==> src/rtl/sfifo_rtx.sv <==
// sfifo_rtx: single-clock FIFO with speculative reads.
// Reads are committed by eop or replayed from the last commit by rewind.
module sfifo_rtx #(
    parameter int DEPTH = 4,
    parameter int WIDTH = 8
) (
    input  logic             clk,
    input  logic             rst_n,
    input  logic             wr_en,
    input  logic [WIDTH-1:0] data_in,
    output logic             full,
    output logic             full_n,
    input  logic             rd_en,
    input  logic             eop,
    input  logic             rewind,
    output logic [WIDTH-1:0] data_out,
    output logic             empty,
    output logic             empty_n
);

    localparam int ADDR_W = (DEPTH > 1) ? $clog2(DEPTH) : 1;
    localparam int CNT_W  = ADDR_W + 1;

    localparam logic [ADDR_W-1:0] LAST_PTR = ADDR_W'(DEPTH - 1);
    localparam logic [CNT_W-1:0]  FULL_CNT = CNT_W'(DEPTH);
    localparam logic [CNT_W-1:0]  ONE_CNT  = CNT_W'(1);

    logic [WIDTH-1:0]  mem_q [DEPTH];
    logic [WIDTH-1:0]  mem_d [DEPTH];

    logic [ADDR_W-1:0] wr_ptr_q, wr_ptr_d;
    logic [ADDR_W-1:0] rd_ptr_q, rd_ptr_d;
    logic [ADDR_W-1:0] cmt_ptr_q, cmt_ptr_d;
    logic [CNT_W-1:0]  used_cnt_q, used_cnt_d;
    logic [CNT_W-1:0]  avail_cnt_q, avail_cnt_d;
    logic              full_q, full_d;
    logic              empty_q, empty_d;

    logic              wr_acc;
    logic              rd_acc;
    logic              cmt;
    logic [CNT_W-1:0]  wr_inc;
    logic [CNT_W-1:0]  rd_dec;

    function automatic logic [ADDR_W-1:0] next_ptr(
        input logic [ADDR_W-1:0] p
    );
        return (p == LAST_PTR) ? '0 : p + ADDR_W'(1);
    endfunction

    always_comb begin
        wr_acc = wr_en & ~full_q;
        rd_acc = rd_en & ~empty_q & ~rewind;
        cmt    = rd_acc & eop;
        wr_inc = wr_acc ? ONE_CNT : '0;
        rd_dec = rd_acc ? ONE_CNT : '0;
    end

    always_comb begin
        for (int i = 0; i < DEPTH; i++) begin
            mem_d[i] = mem_q[i];
        end
        wr_ptr_d = wr_ptr_q;
        if (wr_acc) begin
            mem_d[wr_ptr_q] = data_in;
            wr_ptr_d        = next_ptr(wr_ptr_q);
        end
    end

    // Rewind replays everything uncommitted; a commit frees all reads so far.
    always_comb begin
        rd_ptr_d    = rd_ptr_q;
        cmt_ptr_d   = cmt_ptr_q;
        used_cnt_d  = used_cnt_q + wr_inc;
        avail_cnt_d = avail_cnt_q + wr_inc - rd_dec;
        if (rewind) begin
            rd_ptr_d    = cmt_ptr_q;
            avail_cnt_d = used_cnt_q + wr_inc;
        end else if (cmt) begin
            rd_ptr_d    = next_ptr(rd_ptr_q);
            cmt_ptr_d   = next_ptr(rd_ptr_q);
            used_cnt_d  = avail_cnt_q - ONE_CNT + wr_inc;
            avail_cnt_d = avail_cnt_q - ONE_CNT + wr_inc;
        end else if (rd_acc) begin
            rd_ptr_d = next_ptr(rd_ptr_q);
        end
    end

    always_comb begin
        full_d  = (used_cnt_d == FULL_CNT);
        empty_d = (avail_cnt_d == '0);
    end

    always_ff @(posedge clk) begin
        if (!rst_n) begin
            for (int i = 0; i < DEPTH; i++) begin
                mem_q[i] <= '0;
            end
            wr_ptr_q    <= '0;
            rd_ptr_q    <= '0;
            cmt_ptr_q   <= '0;
            used_cnt_q  <= '0;
            avail_cnt_q <= '0;
            full_q      <= 1'b0;
            empty_q     <= 1'b1;
        end else begin
            for (int i = 0; i < DEPTH; i++) begin
                mem_q[i] <= mem_d[i];
            end
            wr_ptr_q    <= wr_ptr_d;
            rd_ptr_q    <= rd_ptr_d;
            cmt_ptr_q   <= cmt_ptr_d;
            used_cnt_q  <= used_cnt_d;
            avail_cnt_q <= avail_cnt_d;
            full_q      <= full_d;
            empty_q     <= empty_d;
        end
    end

    assign full     = full_q;
    assign full_n   = ~full_q;
    assign empty    = empty_q;
    assign empty_n  = ~empty_q;
    assign data_out = mem_q[rd_ptr_q];

    a_avail_le_used: assert property (
        @(posedge clk) disable iff (!rst_n)
        avail_cnt_q <= used_cnt_q
    );

    a_used_le_depth: assert property (
        @(posedge clk) disable iff (!rst_n)
        used_cnt_q <= FULL_CNT
    );

endmodule

==> config.mk <==
export PLATFORM = sky130hd
export DESIGN_NAME = sfifo_rtx
export DESIGN_NICKNAME = d
export VERILOG_FILES = /design/src/rtl/sfifo_rtx.sv
export SDC_FILE = /design/constraint.sdc
export NUM_CORES = 1
export LEC_CHECK = 0
export CAP_MARGIN = 25
export CORE_UTILIZATION = 59
export CTS_CLUSTER_SIZE = 14
export DETAILED_ROUTE_END_ITERATION = 10
export PLACE_DENSITY = 0.89
export SETUP_SLACK_MARGIN = 0.4
export SYNTH_ARGS = -nofsm -noshare
export SYNTH_HDL_FRONTEND = slang
export SYNTH_SLANG_ARGS = --single-unit
==> constraint.sdc <==
create_clock -name clk -period 4.3 [get_ports clk]
set_input_delay 0.86 -clock clk [delete_from_list [all_inputs] [get_ports clk]]
set_output_delay 0.86 -clock clk [all_outputs]
set_load 0.03 [all_outputs]
* After elaboration in Yosys (flattened, before gate mapping) *
Memories as Yosys holds them, arrays and structs flattened. A register that Yosys moved wholly into a read port is not among the register bits.
Cells that the tools add are included.
Widths: inputs -> output; s select.

storage, ports and cells
  register bits after elaboration = 14
  bits in writable memories = 32
  input bits = 14
  output and inout port bits = 12
  word-level logic and storage cells = 59
  memories = 1

cells by class
  add/subtract/negate cells = 7
  $lt $le $gt $ge = 2
  equality and inequality tests = 3
  multiplexer cells = 23
  bitwise gates (word level) = 12
  reductions and logical operators = 4

memory list
  name   words  bits a word  rd ports  clocked after memory_dff  wr ports  RTL line  text
  mem_q  4      8            5         1                         4         28        logic [WIDTH-1:0] mem_q [DEPTH];

operators by type and width
  kind                 count
  $mux 8               5
  $bwmux 32            1
  $mux 32              1
  $demux 8 s2          1
  $mux 2               7
  $mux 3               4
  $add 3x1->3          3
  $add 2x1->2 const B  2
  $and 1x1->1          4
  $eq 2x2->1 const B   2
  $mux 1               4
  $or 1x1->1           4
  $eq 3x3->1 const B   1
  $ge 3x3->1 const B   1
  $logic_not 3->1      1
  $lt 3x1->1 const B   1
  $not 1->1            3
  $not 2->3            1
  $reduce_bool 3->1    1
  $sub 3x1->3          1
  $sub 3x1->3 const B  1
  $reduce_and 2->1     1
  $logic_and 1x1->1    1

* Longest topological paths before layout *
  word-level depth = 8
  mapped depth = 12

* Worst setup path after synthesis *
OpenSTA, ideal clock, no wires.

  path type = in2reg
  from = input wr_en
  to = register empty_q, in the netlist empty
  arrival time = 2761 ps
  data required time = 4168 ps
  slack = 1407 ps
  stages on the path = 12
  path buffers = 2
  cell sequence = nor2b_1 > clkbuf_1 > buf_2 > inv_1 > ha_1 > inv_1 > ha_1 > fa_1 > xnor3_1 > nor2_1 > o31ai_1 > a211oi_2

between the ends
  cells in the longest elaborated chain, start to end = 7
  elaborated cells on any way between the ends = 9
  those cells by class = add/sub: 4; mux: 3; bitwise: 1; reduce/logical: 1

ends and longest elaborated chain
  element                 RTL line  text
  start: declaration      9         input logic wr_en,
  $and 1x1->1 (*)         52        wr_acc = wr_en & ~full_q;
  $mux 1 (*)              55        wr_inc = wr_acc ? ONE_CNT : '0;
  $add 3x1->3             75        avail_cnt_d = avail_cnt_q + wr_inc - rd_dec;
  $sub 3x1->3             75
  $mux 3                  79        end else if (cmt) begin
  $mux 3 (*)              76        if (rewind) begin
  $logic_not 3->1 (*)     91        empty_d = (avail_cnt_d == '0);
  end signal: assignment  116       empty_q <= empty_d;
  end: declaration        37        logic empty_q, empty_d;

Mark *: on every way between the ends. The rest lies on a longest branch, timed or not.
A chain may end at the register's enable or synchronous reset.

==> metrics.md <==
| Metric | Value |
|---|---|
| Status | complete, no violations |
| Vias after detailed routing | 1768 |
| # setup viols final | 0 |
| Max Cap Viol | 0 |
| Max layer used | met4 |
| Critical R2R Launch | empty |
| Synth area leader | dfxtp_1 |
| Largest net degree at the start of global routing | 41 |
| R2r setup slk | 1.98 ns |
| Mapped Cells | 246 |
| Core Rows | 22 |
| Netlist cell types | 33 |
| Async SR Flop Fraction | 0 |
| Reg area | 960.9 um^2 |
| Clk pin slew, worst setup/hold paths | 0.08 ns |
| PostCTS Resize Cnt | 0 |
| FF+latch count, synth | 48 |
| R2r endpoint | empty |
| Mapped Nets | 272 |
| Max Fclk | 328.2 MHz |
| Clock Latency Late Sink | 0.31 ns |
| Post-route insts no fill | 311 |
| Max Root-Sink Buffers | 2 |
| Routed WL | 4625 um |
| Antenna violations before repair | 0 |
| Total GRT Usage | 0.2527 |
| Hold wc startpoint | mem_q[3][3] |
| DIE HEIGHT | 64.23 um |
| Met3 Routed Length | 205 um |
| Core area | 3689 um^2 |
| Synthesized area | 2285 um^2 |
| First-pass GRT wire length | 7707 um |
| WP data required | 3.44 ns |
| Critical path endpoint category | output pin |
| Pwr/cell area | 388.1 nW/um^2 |
| Setup TNS | 0 ns |
| CP Max Fanout | 8 |
| Peak VDD IR | 0.0002441 V |
| Static leakage | 0.9580 nW |
| DR vias/cell | 5.685 |
| Crit start category | register |
| Hold crit path type | register to register |
| WHS Endpoint | mem_q[3][3] |
| EDFF count, synth | 0 |
| Fin crit period | 3.047 ns |
| Worst Tran Pin Value | 0.6689 ns |
| Synthesized area per cell | 9.287 um^2 |
| Nets | 288 |
| Pre-CTS setup slack | 0.9542 ns |
| CTS Hold Bufs | 0 |
| Post-synthesis sequential area ratio | 0.4206 |
| Setup slack after layout | 1.253 ns |
| I/O pin cnt | 26 |
| Number of diodes | 0 |
| Synth top area cells | dfxtp_1 42%, a21boi_0 11%, mux4_2 7.9%, nand3_1 7.2%, nand2_1 7.1% |
| Dpl hpwl | 3085 um |
| DRT met1 WL | 1998 um |
| Worst slew margin | 0.5527 |
| Met2 WL | 2347 um |
| PortBufs | 25 |
| 1st-pass router iterations | 4 |
| Vias in the first global route | 1749 |
| Total congestion overflow | 0 |
| Fill count | 292 |
| Die W | 64.23 um |
| CTS tree | yes |
| Synthesis Warnings | 0 |
| Final Cycle Share | 0.7086 |
| Area delta synth->final | 14.84% |
| H-tree depth | 2 |
| CTS root buffer | clkbuf_8 |
| Layout cell share with drive strength beyond 1 | 0.07605 |
| Number of post-CTS setup repair buffers | 0 |
| TritonCTS buffer count | 5 |
| WL/cell | 14.87 um |
| Starting Density | 0.6194 |
| DIE AREA | 4125 um^2 |
| Crit Path Class | register to output pin |
| RSZ-0062 raised after global routing | false |
| Drt first-iter violations | 198 |
| Hold Path Depth | 2 |
| Max-slew violation count | 0 |
| Layout Utilization | 0.7113 |
| Final ANT Viol Nets | 0 |
| Gpl congestion | 0.8005 |
| Prevailing post-synth register cell | dfxtp_1 |
| Clock Skew | 0.006351 ns |
| Multi-input logic area | 1206 um^2 |
| Top-area cell type share of the netlist area | 0.4206 |
| Final hold vios | 0 |
| Reg2Reg Depth | 10 |
| Inst Count DP | 303 |
| # clock sinks | 48 |
| CP arrival | 2.19 ns |
| Drt drc | 0 |
[worst max path at each step]
stage	to	slack, ns	depth (start not counted)
2_1_floorplan	empty	1.41	12
3_3_place_gp	empty	1.07	10
3_5_place_dp	empty	0.95	10
4_1_cts	data_out[2]	1.21	2
5_1_grt	data_out[2]	1.12	2
6_report	data_out[2]	1.25	2
[registers in the layout (all words and copies together) (netlist names), named ones only]
| signal | cells |
|---|---|
| wr_ptr_q | 2 |
| avail_cnt_q | 3 |
| cmt_ptr_q | 2 |
| empty | 1 |
| mem_q | 32 |
| full | 1 |
| rd_ptr_q | 2 |
| used_cnt_q | 3 |
[worst max-delay path: stages, from the launching register on]
cell	delay, ns
dfxtp_1	0.68
mux4_2	0.59
clkdlybuf4s50_1	0.61
[power breakdown]
part / switching (mW) / total [mW] / internal (mW)
Sequential: 0.0231 / 0.497 / 0.474
Clock: 0.152 / 0.282 / 0.130
Combinational: 0.127 / 0.239 / 0.112
[cells by family after synthesis]
group | after synthesis | synth area share
muxes | 10 | 0.08762
xor gates and xnor gates | 3 | 0.01753
DFF | 48 | 0.4206
buffers and inverters | 27 | 0.05257
adders and majority gates | 12 | 0.06900
and+or+nand+nor | 100 | 0.2015
AOI/OAI and AO/OA | 46 | 0.1511
[cells in the mapped netlist (2+ instances only)]
master and number:
a21boi_0 33, and2_1 5, buf_2 3, buf_6 2, clkbuf_1 12, dfxtp_1 48, ha_1 11, inv_1 9
mux2i_1 2, mux4_2 8, nand2_1 43, nand3_1 33, nor2_1 10, nor2b_1 2, nor3_1 3, o21a_1 2
o21ai_0 3, xor2_1 2
[per-layer routing]
layer / vias to the layer above / GRT usage
met2: 42 / 0.4322
li1: 879 / -
met1: 842 / 0.2862
met5: - / 0
met4: 0 / 0.1333
met3: 5 / 0.06786
[layout make-up]
cell class	count	area share
clock buffer	6	0.03147
clock inverter	2	0.005722
sequential	48	0.3662
tap	48	0.02289
inverter	9	0.01288
timing repair buffer	27	0.1011
multi-input combinational	171	0.4597
[cells in the final DEF, fill, tap and decap left out, types with 2 or more instances in the layout]
master	Yosys	routed
mux4_2	8	8
nor3_1	3	3
dfxtp_1	48	48
clkbuf_8	0	6
clkinvlp_4	0	2
mux2i_1	2	2
o21a_1	2	2
buf_4	0	2
a21boi_0	33	33
o21ai_0	3	3
nor2_1	10	10
inv_1	9	9
and2_1	5	5
nand3_1	33	33
ha_1	11	11
clkdlybuf4s50_1	0	25
xor2_1	2	2
nand2_1	43	43
[through the flow]
step / total power [mW] / area [um^2] / hold slack, ns
detailed placement: 0.7452 / 2526 / 0.4415
global route: 1.072 / 2624 / 0.4696
floorplan: 0.6678 / 2285 / 0.4319
global placement: 0.7368 / 2526 / 0.4387
finish: 1.018 / 2624 / 0.4513
CTS: 1.029 / 2624 / 0.4537
Note: power is estimated with default switching activity, not from simulation.
